### src/rtl/cam_lru.sv
// Parametrised key/value CAM with one-cycle read response, in-place update,
// true-LRU replacement when full, synchronous flush and occupancy count.
module cam_lru #(
  parameter int KEY_W = 16,
  parameter int VAL_W = 16,
  parameter int DEPTH = 8
) (
  input  logic                       clk,
  input  logic                       reset,
  input  logic                       valid_i,
  input  logic                       rw_n,
  input  logic [KEY_W-1:0]           key,
  input  logic [VAL_W-1:0]           val_i,
  input  logic                       flush,
  output logic                       valid_o,
  output logic                       hit_o,
  output logic [VAL_W-1:0]           val_o,
  output logic [$clog2(DEPTH):0]     count_o
);

  localparam int AW = $clog2(DEPTH);
  localparam int CW = AW + 1;

  logic             r_valid [DEPTH];
  logic [KEY_W-1:0] r_key   [DEPTH];
  logic [VAL_W-1:0] r_val   [DEPTH];
  logic [AW-1:0]    r_age   [DEPTH];
  logic [CW-1:0]    r_count;

  logic             r_valid_o;
  logic             r_hit_o;
  logic [VAL_W-1:0] r_val_o;

  logic             w_hit;
  logic [AW-1:0]    w_hit_idx;
  logic             w_has_free;
  logic [AW-1:0]    w_free_idx;
  logic [AW-1:0]    w_lru_idx;
  logic             w_wr;
  logic             w_rd;
  logic             w_touch;
  logic             w_alloc;
  logic [AW-1:0]    w_tgt;

  // A request coinciding with flush is dropped entirely.
  assign w_wr = valid_i & ~rw_n & ~flush;
  assign w_rd = valid_i &  rw_n & ~flush;

  always_comb begin
    w_hit      = 1'b0;
    w_hit_idx  = '0;
    w_has_free = 1'b0;
    w_free_idx = '0;
    w_lru_idx  = '0;
    for (int unsigned i = 0; i < DEPTH; i++) begin
      if (r_valid[i] && (r_key[i] == key)) begin
        w_hit     = 1'b1;
        w_hit_idx = AW'(i);
      end
      if (!r_valid[i] && !w_has_free) begin
        w_has_free = 1'b1;
        w_free_idx = AW'(i);
      end
      if (r_age[i] == AW'(DEPTH - 1)) begin
        w_lru_idx = AW'(i);
      end
    end
  end

  always_comb begin
    w_alloc = w_wr & ~w_hit & w_has_free;
    w_touch = w_wr | (w_rd & w_hit);
    if (!w_wr || w_hit) begin
      w_tgt = w_hit_idx;
    end else if (w_has_free) begin
      w_tgt = w_free_idx;
    end else begin
      w_tgt = w_lru_idx;
    end
  end

  always_ff @(posedge clk or posedge reset) begin
    if (reset) begin
      for (int unsigned i = 0; i < DEPTH; i++) begin
        r_valid[i] <= 1'b0;
        r_key[i]   <= '0;
        r_val[i]   <= '0;
        r_age[i]   <= AW'(i);
      end
      r_count <= '0;
    end else if (flush) begin
      for (int unsigned i = 0; i < DEPTH; i++) begin
        r_valid[i] <= 1'b0;
        r_age[i]   <= AW'(i);
      end
      r_count <= '0;
    end else begin
      if (w_wr) begin
        r_valid[w_tgt] <= 1'b1;
        r_key[w_tgt]   <= key;
        r_val[w_tgt]   <= val_i;
      end
      if (w_alloc) begin
        r_count <= r_count + CW'(1);
      end
      // Touch: entries younger than the target age by one, target becomes MRU.
      if (w_touch) begin
        for (int unsigned i = 0; i < DEPTH; i++) begin
          if (AW'(i) == w_tgt) begin
            r_age[i] <= '0;
          end else if (r_age[i] < r_age[w_tgt]) begin
            r_age[i] <= r_age[i] + AW'(1);
          end
        end
      end
    end
  end

  // Response register: hit/val hold their last value between responses.
  always_ff @(posedge clk or posedge reset) begin
    if (reset) begin
      r_valid_o <= 1'b0;
      r_hit_o   <= 1'b0;
      r_val_o   <= '0;
    end else begin
      r_valid_o <= w_rd;
      if (w_rd) begin
        r_hit_o <= w_hit;
        r_val_o <= w_hit ? r_val[w_hit_idx] : '0;
      end
    end
  end

  assign valid_o = r_valid_o;
  assign hit_o   = r_hit_o;
  assign val_o   = r_val_o;
  assign count_o = r_count;

endmodule

### config.mk
export PLATFORM = sky130hd
export DESIGN_NAME = cam_lru
export DESIGN_NICKNAME = d
export VERILOG_FILES = /design/src/rtl/cam_lru.sv
export SDC_FILE = /design/constraint.sdc
export NUM_CORES = 1
export LEC_CHECK = 0
export ABC_AREA = 1
export CAP_MARGIN = 20
export CORE_MARGIN = 2
export CORE_UTILIZATION = 56
export CTS_CLUSTER_DIAMETER = 80
export CTS_CLUSTER_SIZE = 30
export DETAILED_ROUTE_END_ITERATION = 7
export PLACE_DENSITY = 0.85
export SLEW_MARGIN = 20
export SYNTH_ARGS = -nofsm -noshare
export SYNTH_HDL_FRONTEND = slang
export SYNTH_SLANG_ARGS = --single-unit
### constraint.sdc
create_clock -name clk -period 9.38 [get_ports clk]
set_input_delay 1.407 -clock clk [delete_from_list [all_inputs] [get_ports clk]]
set_output_delay 1.407 -clock clk [all_outputs]
set_load 0.03 [all_outputs]
# == Word level (Yosys, flattened, before mapping) ==
# Cells that the tools add are included.
# W data, S select, Z words.
# word_totals
in_bits,37
ff_bits,310
# classes
bitwise,14
magnitude_cmp,11
muxes,74
reduce_logical,52
n_eq_ne,22
addsub,9
# ops
op,count
$bwmux W128,2
$eq A16 B16 Y1,8
$mux W3,38
$mux W16,4
$bmux W16 S3,1
$demux W16 S3,1
$mux W24,2
$add A3 B1 Y3 const B,8
$lt A3 B3 Y1,8
$reduce_bool A3 Y1,8
$eq A3 B3 Y1 const B,7
$mux W1,20
$reduce_and A2 Y1,9
$logic_and A1 B1 Y1,16
$mux W8,2
$logic_not A1 Y1,14
$eq A3 B3 Y1 const A,4
$bmux W3 S3,1
$ge A4 B4 Y1 const B,2
$mux W4,2
$not A3 Y4,2
$or A8 B8 Y8,1
$and A1 B1 Y1,7
$eq A2 B3 Y1 const A,2
other kinds (9),13

# == Depth between registers and ports, before layout ==
# Gate-level depths: netlist of run 1.
# depth
word_depth,32
ltp_mapped,31

# == Worst setup path after synthesis of run 1 ==
# OpenSTA, ideal clock, no wires.
# synth_path
kind,input to register
start,in key[5]
end,reg r_age[6] in the netlist's numbering
required_ns,9.307
n_path_buf,2
t_arrival_ns,4.226
stages,31
setup_slack_ns,5.082
setup_ns,0.073
path_cell_list,buf_4 -> inv_2 -> buf_6 -> nand2_1 -> nand2_1 -> nor2_1 -> nand2_1 -> nor2_1 -> nand2_1 -> nor2_1 -> nand2_1 -> nand2_1 -> nand2_1 -> nand2_1 -> nand2_1 -> nand2_2 -> nor2_4 -> nand2_1 -> inv_1 -> a2111oi_0 -> a21oi_1 -> ha_1 -> inv_1 -> a21oi_2 -> nand2_1 -> nand2_1 -> nand2_1 -> nand2_1 -> nand2_1 -> nand2_1 -> inv_1
# synth_between
elab_chain_cells,19
# synth_rtl
item,line_no,text
start: declaration,12,"input logic [KEY_W-1:0] key,"
$eq A16 B16 Y1,56,if (r_valid[i] && (r_key[i] == key)) begin
$logic_and A1 B1 Y1,56,
$mux W1 (8 in series),56,
$logic_or A1 B1 Y1,73,if (!w_wr || w_hit) begin
$mux W3,73,
$not A3 Y4 (not written as such),111,end else if (r_age[i] < r_age[w_tgt]) begin
$bmux W3 S3,111,
$mux W3 (not written as such) (2 in series),111,
$lt A3 B3 Y1,111,
$reduce_bool A3 Y1 (no line),--,
$reduce_and A2 Y1 (no line),--,
end signal: indexed assignment,88,r_age[i] <= AW'(i);
end signal: indexed assignment,94,r_age[i] <= AW'(i);
end signal: indexed assignment,112,r_age[i] <= r_age[i] + AW'(1);
end: declaration,27,logic [AW-1:0] r_age [DEPTH];
# Several ways; a longest one is shown, not always the timed one. The select of a mux whose other input is x is not followed.
# A chain may end at the register's enable or synchronous reset.

# == Worst setup path after layout of run 1 ==
# layout_path
start,in key[0]
end,reg r_age[12] in the netlist's numbering
# The elaborated chain is that of the path after synthesis.

==> impl_metrics.toml, run 1 <==
[run_status]
outcome = "completed"

[sta]
slew_headroom_pct = 33.29
finalSetupViolations = 0
fmax_mhz = 166.3
rsz0062_at_grt = "no"
finalSetupTns_ns = 0
setup_slack_ns = 3.366
worst_pin_slew_ns = 0.9982
final-hold-violation-count = 0
skew_ns = 0.02128
finalMaxSlewViolations = 0
finalCritPeriodShare_pct = 64.11
finalCriticalPeriod_ns = 6.014

[clocking]
htreeDepth = 1
ctsHoldBuffers = 0
cts.sink_count = 310
cts.reportedPaths.clkPinSlew_ns = 0.11
clock_latency_ns = 0.52
cts_buffer_depth = 3
cts_setup_buffers = 0
numCtsBuffers = 16
cts_tree = "yes"
clock_tree.root_cell = "clkbuf_16"
post_cts_resized = 0

[drt]
drtIter0Drc = 1422
route.detailed.drc = 0
viasPerCell = 5.611
vias = 13690
wl_per_cell_um = 16.33
ant_nets = 0
routed_wirelength_um = 39840
first_pass_iters = 5

[job]
maxCapViolCount = 0

[worst_setup_path]
critPathLaunchType = "input port"
critPathMaxFanout = 36
max_stage_delay_ns = 0.85
arrival_ns = 6.46
cp_top_family = "simple AND/OR/NAND/NOR gates"
critical_path.most_common_cell = "nand2_1"
crit_type = "in2reg"
crit_path_end_kind = "flop"
cp.required_ns = 9.83
cp_num_buf_inv = 4
slowest_stage = "clkdlybuf4s50_1"

[synthesis]
synth-main-ff-cell = "dfrtp_1"
synthesis.nets = 2127
yosysUniqueCellTypes = 41
async_flop_share_pct = 100.0
yosysWarnings = 0
syn_area_per_cell_um2 = 7.699
ys_ff_latch = 310
syn_inst = 2066
syn_area_mm2 = 0.01591
synth_seq_area_share_pct = 48.87
synth_edf_count = 0

[finish]
multi_input_area_mm2 = 0.006660
area_growth_pct = 8.237
regArea_mm2 = 0.007772
nFillCells = 2341
layout.nets = 2116
drive_gt1_share_pct = 5.480
antenna_cells = 0

[floorplanning]
start_util_pct = 57.09
ios = 59
die_area_mm2 = 0.02977
die_y_um = 172.5
num_rows = 61
die_w_um = 172.5
core_mm2 = 0.02786

[global_route]
first_global_vias = 13200
grt_use_total_pct = 26.73
grt_pass1_wl_um = 66170
grt_max_degree = 90
antenna_found_initial = 0
overflow = 0

[power_and_ir_drop]
p_total_uw = 2827
leakage_uw = 0.008341
vdd_drop_max_v = 0.0001103
cellPowerDensity_mw_per_mm2 = 164.2

[placed_design]
port_buffers = 58
place.gp.congestion = 0.9007
pre_cts_ws_ns = 2.786
dp_hpwl_um = 26400

[hold_path]
hold_class = "reg2reg"
## kinds of logic (layout without fill, tap and decap cells)
logic type                 Yosys count  in the layout  share of synthesized area, %
xor gates and xnor gates            35             35                         1.927
adders and majority gates           24             24                         1.888
AOI/OAI and AO/OA                  521            521                         17.26
and+or+nand+nor                    797            797                         20.63
buffers and inverters              379            375                         9.432
DFF                                310            310                         48.87
## cells in the final DEF, fill, tap and decap left out, drive strengths merged, types with 2 or more instances in the layout
| cell type | instances |
|---|---|
| a21boi | 7 |
| nor3 | 7 |
| xnor2 | 20 |
| buf | 13 |
| nand3 | 61 |
| inv | 279 |
| nand2 | 603 |
| nor2 | 103 |
| o211ai | 23 |
| ha | 24 |
| a21oi | 94 |
| clkbuf | 17 |
| nand4 | 19 |
| bufinv | 2 |
| clkdlybuf4s50 | 58 |
| o31ai | 7 |
| dfrtp | 298 |
| clkinv | 5 |
| dfstp | 12 |
| o22ai | 4 |
| o21ai | 382 |
| xor2 | 15 |
| nand3b | 3 |
## cell type report
class                   instances  share of cell area [%]
clock buffers                  17                   2.471
clock inverters                 8                  0.8794
inverters                     279                   6.105
multi-input cells            1377                   38.69
flip-flops and latches        310                   45.15
well taps                     378                   2.747
repair buffers                 71                   3.961
## Yosys cell counts (all sizes together) (2+ instances only)
cell    count  area (um2)
clkbuf     53       198.9
ha         24       300.3
clkinv      2       7.510
o31ai       7       52.55
nand2     603        2333
nor3        7       35.03
o22ai       4       25.02
xnor2      20       175.2
nand4      19       118.9
a21boi      7       52.55
dfstp      12       315.3
dfrtp     298        7457
nand3      61       322.8
inv       277        1040
xor2       15       131.4
o211ai     23       172.7
buf        47       254.0
nand3b      3       22.52
a21oi      94       485.5
o21ai     382        1927
nor2      103       441.7
## worst paths after layout
path                                  startpoint               endpoint  slack [ns]  cells after the start
max reg2reg                r_key[63]$_DFFE_PP0P_  r_age[12]$_DFFE_PP1P_        4.81                     25
max in group asynchronous                  reset  r_key[49]$_DFFE_PP0P_        5.79                      4
max                                       key[0]  r_age[12]$_DFFE_PP1P_        3.37                     25
min reg2reg                r_val[68]$_DFFE_PP0P_  r_val[68]$_DFFE_PP0P_        0.50                      2
min in group asynchronous                  reset  r_val[22]$_DFFE_PP0P_        1.42                      2
min                        r_val[68]$_DFFE_PP0P_  r_val[68]$_DFFE_PP0P_        0.50                      2
## metal layers
layer	vias up	routed length [um]	global-route usage, %
met5	-	0	0
met3	75	2649	2.748
li1	6540	-	-
met4	0	978	8.298
met1	6514	17370	37.64
met2	562	18840	44.03
## sequential cells by signal (all words and copies together), names as in the netlist
name	count
val_o	16
r_age	24
r_val	128
r_key	128
r_valid	8
hit_o	1
count_o	4
valid_o	1
## report_power, final
group / switching (uW) / internal (uW)
logic: 284 / 164
registers: 72.4 / 1430
clock network: 467 / 406
total: 823 / 2000
## worst reg2reg max path: cells and delay by family (launching register included)
kind,cells,cell delay [ns]
buf+inv,4,0.27
flops,1,0.39
simple gates,15,2.21
compound gates,5,1.26
fa+ha+maj,1,0.37
## through the flow
stage	utilization [%]	cells	area, um2	hold WS, ns
detailed placement	59.69	2415	16630	0.4738
global route	61.80	2440	17220	0.5126
floorplan	-	2066	15910	0.4533
CTS	61.77	2440	17210	0.4994
global placement	59.69	2415	16630	0.4656
finish	61.80	2440	17220	0.5010
No activity file was read; power rests on OpenSTA's default activity.
==> run 2: changes to the inputs <==
- CORE_UTILIZATION: 56 -> 62
- PLACE_DENSITY: 0.85 -> 0.89
- clock period: 9.38 -> 6.2 ns (I/O delays scaled with it)
==> run 2 against run 1 <==
Net effect:
- sequential power increased by 51%
- non-clock buffer count grew 2
- final cell count down 1.7%
- core utilization increased by 6.5 points
- flip-flop and latch count did not move
- total power grew 52%
- sequential share of layout area grew 0.056 points
- wire length rose by 1.9%
- register-to-register slack got worse by 2.8 ns
- cell area shrank 0.12%
- worst setup slack lost 2.4 ns
- combinational power increased by 51%
- critical path type unchanged
- critical endpoint is now r_age[22]$_DFFE_PP0P_
- largest cell class unchanged
==> impl_metrics.toml, run 2 (synthesis results as in run 1) <==
[power_and_ir_drop]
power_switching_uw = 1265
netSwitchingFraction_pct = 29.39
leakage_uw = 0.008357
seq_power_share_pct = 52.9
power.internal_uw = 3040
power_frac_clock_pct = 31.4
cellPowerDensity_mw_per_mm2 = 250.4
vdd_drop_max_v = 0.0002344
combPwrFrac_pct = 15.7

[run_status]
outcome = "completed"

[floorplanning]
start_util_pct = 63.16
die_w_um = 164.2
ios = 59
die_area_mm2 = 0.02695
num_rows = 58
core_mm2 = 0.02518
die_y_um = 164.2

[sta]
fmax_mhz = 191.1
setup_slack_ns = 0.9667
finalCritPeriodShare_pct = 84.41
final-hold-violation-count = 0
finalSetupViolations = 0
holdWs_ns = 0.4994
slew_headroom_pct = 34.93
finalSetupTns_ns = 0
worst_pin_slew_ns = 0.9746
skew_ns = 0.02924
finalMaxSlewViolations = 0
finalCriticalPeriod_ns = 5.233
rsz0062_at_grt = "no"

[global_route]
overflow = 0
grt_max_degree = 163
first_global_vias = 13170
antenna_found_initial = 1
grt_use_total_pct = 30.66
grt_pass1_wl_um = 66030

[drt]
viasPerCell = 5.786
vias = 13880
first_pass_iters = 6
routed_wirelength_um = 40610
wl_met2_um = 19120
routedLengthMet1_um = 17210
dr.max_layer_used = "met4"
ant_nets = 0
route.detailed.drc = 0
wl_per_cell_um = 16.93
wl_met3_um = 3051
drtIter0Drc = 1665

[clocking]
cts_setup_buffers = 0
numCtsBuffers = 16
cts_buffer_depth = 3
post_cts_resized = 0
clock_latency_ns = 0.53
clock_tree.root_cell = "clkbuf_16"
ctsHoldBuffers = 0
cts.reportedPaths.clkPinSlew_ns = 0.10
cts_tree = "yes"
htreeDepth = 1
cts.sink_count = 310

[finish]
multi_input_area_mm2 = 0.006655
layout_common_cells = "nand2_1, o21ai_0, dfrtp_1"
drive_gt1_share_pct = 5.515
final_common_cell = "nand2_1"
reg.largest.list = "r_key: 128 flops, r_val: 128 flops, r_age: 24 flops"
area_growth_pct = 8.103
regArea_mm2 = 0.007772
design_area_mm2 = 0.01719
nFillCells = 1960
layout.nets = 2118
fin_util_pct = 68.28

[worst_setup_path]
critPathLaunchType = "input port"
critPathMaxFanout = 33
crit_type = "in2reg"
cp.required_ns = 6.63
cp_num_buf_inv = 5
path_cells = "clkdlybuf4s50_1 > inv_2 > o21ai_0 > nor2_1 > nand2_1 > nor2_1 > nand3_1 > nand2_2 > nor2_4 > buf_4 > nand2_1 > nand2_1 > clkinv_1 > nor3_1 > inv_1 > nand2_1 > nand3_1 > o21ai_0"
arrival_ns = 5.66
critical_path.most_common_cell = "nand2_1"
cp_top_family = "buffers and inverters"
slowest_stage = "clkdlybuf4s50_1"
crit_path_end_kind = "flop"
max_stage_delay_ns = 0.85

[placed_design]
place.gp.congestion = 0.9339
dp_hpwl_um = 26370
port_buffers = 58
placed_area_mm2 = 0.01660
pre_cts_ws_ns = 0.6515

[hold_path]
hold_class = "reg2reg"

[job]
maxCapViolCount = 0
-- run 2: cell types whose count changed in the layout (fill, tap and decap cells not counted), sizes merged --
| cell | delta |
|---|---|
| diode | +1 |
| clkbuf | +4 |
| inv | -1 |
| buf | +2 |
-- run 2: cell type report --
class | count | area share [%]
antenna | 1 | 0.01455
clock buffer | 21 | 2.561
sequential | 310 | 45.20
timing repair buffer | 73 | 4.104
multi-input combinational | 1377 | 38.71
inverter | 279 | 6.113
clock inverter | 7 | 0.8951
tap | 330 | 2.401
-- run 2: per-stage QoR --
stage               std cells  total power [uW]
floorplan                2066              2775
global placement         2369              2940
detailed placement       2369              2979
CTS                      2397              4305
global route             2397              4507
finish                   2398              4306
-- run 2: path summary, 6_finish.rpt --
kind	startpoint	end	slack, ns	cells after the start
setup / recovery	key[0]	r_age[22]$_DFFE_PP0P_	0.97	18
hold / removal	r_val[45]$_DFFE_PP0P_	r_val[45]$_DFFE_PP0P_	0.50	2
setup reg to reg	r_key[49]$_DFFE_PP0P_	r_age[22]$_DFFE_PP0P_	1.97	18
hold reg to reg	r_val[45]$_DFFE_PP0P_	r_val[45]$_DFFE_PP0P_	0.50	2
max in group asynchronous	reset	r_val[40]$_DFFE_PP0P_	4.14	3
min in group asynchronous	reset	r_age[22]$_DFFE_PP0P_	0.78	2
-- run 2: tightest hold or removal path: cells and delay by family, from the launching register on --
family	cells	cell delay, ns
compound gates	1	0.06
flops	1	0.36
simple gates	1	0.05
-- run 2: metal layers --
metal / vias to the layer above / GRT usage (%)
li1: 6553 / -
met3: 94 / 3.333
met4: 0 / 10.05
met2: 629 / 50.76
met1: 6599 / 42.57
met5: - / 0
-- run 2: power groups by stage --
stage	combinational (uW)	sequential (uW)	clock (uW)
floorplan	495	2280	0
global placement	635	2310	0
detailed placement	668	2310	0
CTS	672	2270	1360
global route	778	2290	1440
finish	677	2280	1350
==> run 3: changes to the inputs <==
- clock period: 6.2 -> 4.9 ns (I/O delays scaled with it)
==> run 3 against run 2 <==
Net effect:
- combinational power is 31% higher
- register-to-register slack worse by 1.2 ns
- sequential share of layout area shrank 0.65 points
- largest power group unchanged
- clock power rose by 19%
- die area unchanged
- flip-flop and latch count unchanged
- sequential power increased by 26%
- critical path depth rose by 5
- first-iteration DRC count down 5.6%
- non-clock buffer count is 31 higher
- count of clock-buffer cells in the layout is 1 lower
==> impl_metrics.toml, run 3 (synthesis results as in run 1) <==
[run_status]
outcome = "completed"

[clocking]
clock_latency_ns = 0.53
cts_tree = "yes"
ctsHoldBuffers = 0
numCtsBuffers = 16
cts_setup_buffers = 0
cts.sink_count = 310
clock_tree.root_cell = "clkbuf_16"
htreeDepth = 1
cts.reportedPaths.clkPinSlew_ns = 0.10
cts_buffer_depth = 3
post_cts_resized = 0

[worst_setup_path]
cp_num_buf_inv = 3
critPathLaunchType = "input port"
crit_type = "in2reg"
r2r_setup_slack_ns = 0.81
startpoint = "key[14]"
arrival_ns = 4.87
r2r-start = "r_age[7]$_DFFE_PP0P_"
crit_path_end_kind = "flop"
path_cells = "clkdlybuf4s50_1 > xnor2_1 > nand3_1 > nor2_1 > nand3_1 > nand2_1 > nor2_4 > nand4_1 > nand3_1 > nand2_2 > nor2_1 > a2111oi_0 > a21oi_1 > ha_1 > inv_1 > a21oi_1 > nand2_1 > nand2_1 > nand2_1 > nand2_2 > nand2_1 > nand2_1 > inv_1"
critical_path.most_common_cell = "nand2_1"
reg2reg_to = "r_age[5]$_DFFE_PP1P_"
cp.required_ns = 5.34
slowest_stage = "clkdlybuf4s50_1"
crit_path_end = "r_age[5]$_DFFE_PP1P_"
path_depth = 23
max_stage_delay_ns = 0.68
critPathMaxFanout = 10
cp_top_family = "simple AND/OR/NAND/NOR gates"
reg2reg_depth = 21

[power_and_ir_drop]
seq_power_share_pct = 53.7
power.internal_uw = 3768
cellPowerDensity_mw_per_mm2 = 307.6
combPwrFrac_pct = 16.6
vdd_drop_max_v = 0.0002973
leakage_uw = 0.008519
netSwitchingFraction_pct = 29.77
power_switching_uw = 1598
power_frac_clock_pct = 29.7

[sta]
final-hold-violation-count = 0
finalMaxSlewViolations = 0
worst_pin_slew_ns = 0.8660
fmax_mhz = 225.8
rsz0062_at_grt = "no"
slew_headroom_pct = 42.26
finalSetupViolations = 0
finalCritPeriodShare_pct = 90.40
skew_ns = 0.03497
finalCriticalPeriod_ns = 4.430
finalSetupTns_ns = 0

[global_route]
overflow = 0
grt_use_total_pct = 31.15
grt_pass1_wl_um = 67250
antenna_found_initial = 1
first_global_vias = 13700
grt_max_degree = 97

[drt]
drtIter0Drc = 1571
route.detailed.drc = 0
first_pass_iters = 6
viasPerCell = 5.829
ant_nets = 0
wl_per_cell_um = 16.87
vias = 14150
routed_wirelength_um = 40960

[finish]
multi_input_area_mm2 = 0.006655
regArea_mm2 = 0.007772
reg.largest.list = "r_key: 128 flops, r_val: 128 flops, r_age: 24 flops"
area_growth_pct = 9.676
final_common_cell = "nand2_1"
layout.nets = 2149
nFillCells = 1913
drive_gt1_share_pct = 6.962
layout_common_cells = "nand2_1, o21ai_0, dfrtp_1"
design_area_mm2 = 0.01744

[floorplanning]
ios = 59
core_mm2 = 0.02518
die_y_um = 164.2
die_area_mm2 = 0.02695
start_util_pct = 63.16
num_rows = 58
die_w_um = 164.2

[job]
maxCapViolCount = 0

[hold_path]
hold_class = "reg2reg"

[placed_design]
place.gp.congestion = 0.9929
dp_hpwl_um = 27370
port_buffers = 58
placed_area_mm2 = 0.01688
[run 3: cell count changes in the layout (fill, tap and decap cells not counted), sizes merged]
cell and change:
buf +31, inv +3, bufinv -2, clkinv -2, clkbuf -1, clkinvlp +1
[run 3: worst min path at each step]
stage	from	endpoint	cells after the start
final	r_val[126]$_DFFE_PP0P_	r_val[126]$_DFFE_PP0P_	2
after global routing	r_val[44]$_DFFE_PP0P_	r_val[44]$_DFFE_PP0P_	2
after CTS	r_val[126]$_DFFE_PP0P_	r_val[126]$_DFFE_PP0P_	2
after detailed placement	r_val[126]$_DFFE_PP0P_	r_val[126]$_DFFE_PP0P_	2
after global placement	r_val[124]$_DFFE_PP0P_	r_val[124]$_DFFE_PP0P_	2
after floorplan	r_val[0]$_DFFE_PP0P_	r_val[0]$_DFFE_PP0P_	2
[run 3: metal layers]
metal	vias to the layer above	wire length (um)	GRT usage, %
met2	689	18970	50.53
li1	6610	-	-
met1	6697	16940	41.80
met5	-	0	0
met4	0	1982	14.71
met3	157	3077	3.990
[run 3: final cells by class]
| type | count | area share (%) |
|---|---|---|
| clock inverters | 7 | 0.5164 |
| diodes | 1 | 0.01435 |
| well taps | 330 | 2.367 |
| flip-flops and latches | 310 | 44.56 |
| clock buffers | 20 | 2.561 |
| inverters | 279 | 6.025 |
| repair buffers | 104 | 5.810 |
| multi-input cells | 1377 | 38.15 |
[run 3: per-stage QoR]
| stage | utilization, % | hold slack, ns | total power, uW | setup slack, ns | instances |
|---|---|---|---|---|---|
| 2_1_floorplan | - | 0.4533 | 3511 | 0.04787 | 2066 |
| 3_3_place_gp | 67.05 | 0.4659 | 3729 | 0.2059 | 2399 |
| 3_5_place_dp | 67.05 | 0.4732 | 3790 | 0.04479 | 2399 |
| 4_1_cts | 69.18 | 0.4993 | 5360 | 0.5194 | 2426 |
| 5_1_grt | 69.26 | 0.5134 | 5619 | 0.1458 | 2427 |
| 6_report | 69.27 | 0.4971 | 5366 | 0.4705 | 2428 |
[run 3: worst min-delay path, stage by stage, from the launching register on]
cell     delay (ns)
dfrtp_1        0.36
nand2_1        0.05
o21ai_0        0.06
[run 3: power groups by stage]
| stage | Combinational [uW] | Clock (uW) | Sequential [uW] |
|---|---|---|---|
| after detailed placement | 868 | 0 | 2920 |
| final | 890 | 1600 | 2880 |
| after floorplan | 626 | 0 | 2880 |
| after CTS | 879 | 1600 | 2880 |
| after global placement | 813 | 0 | 2920 |
| after global routing | 1020 | 1700 | 2900 |
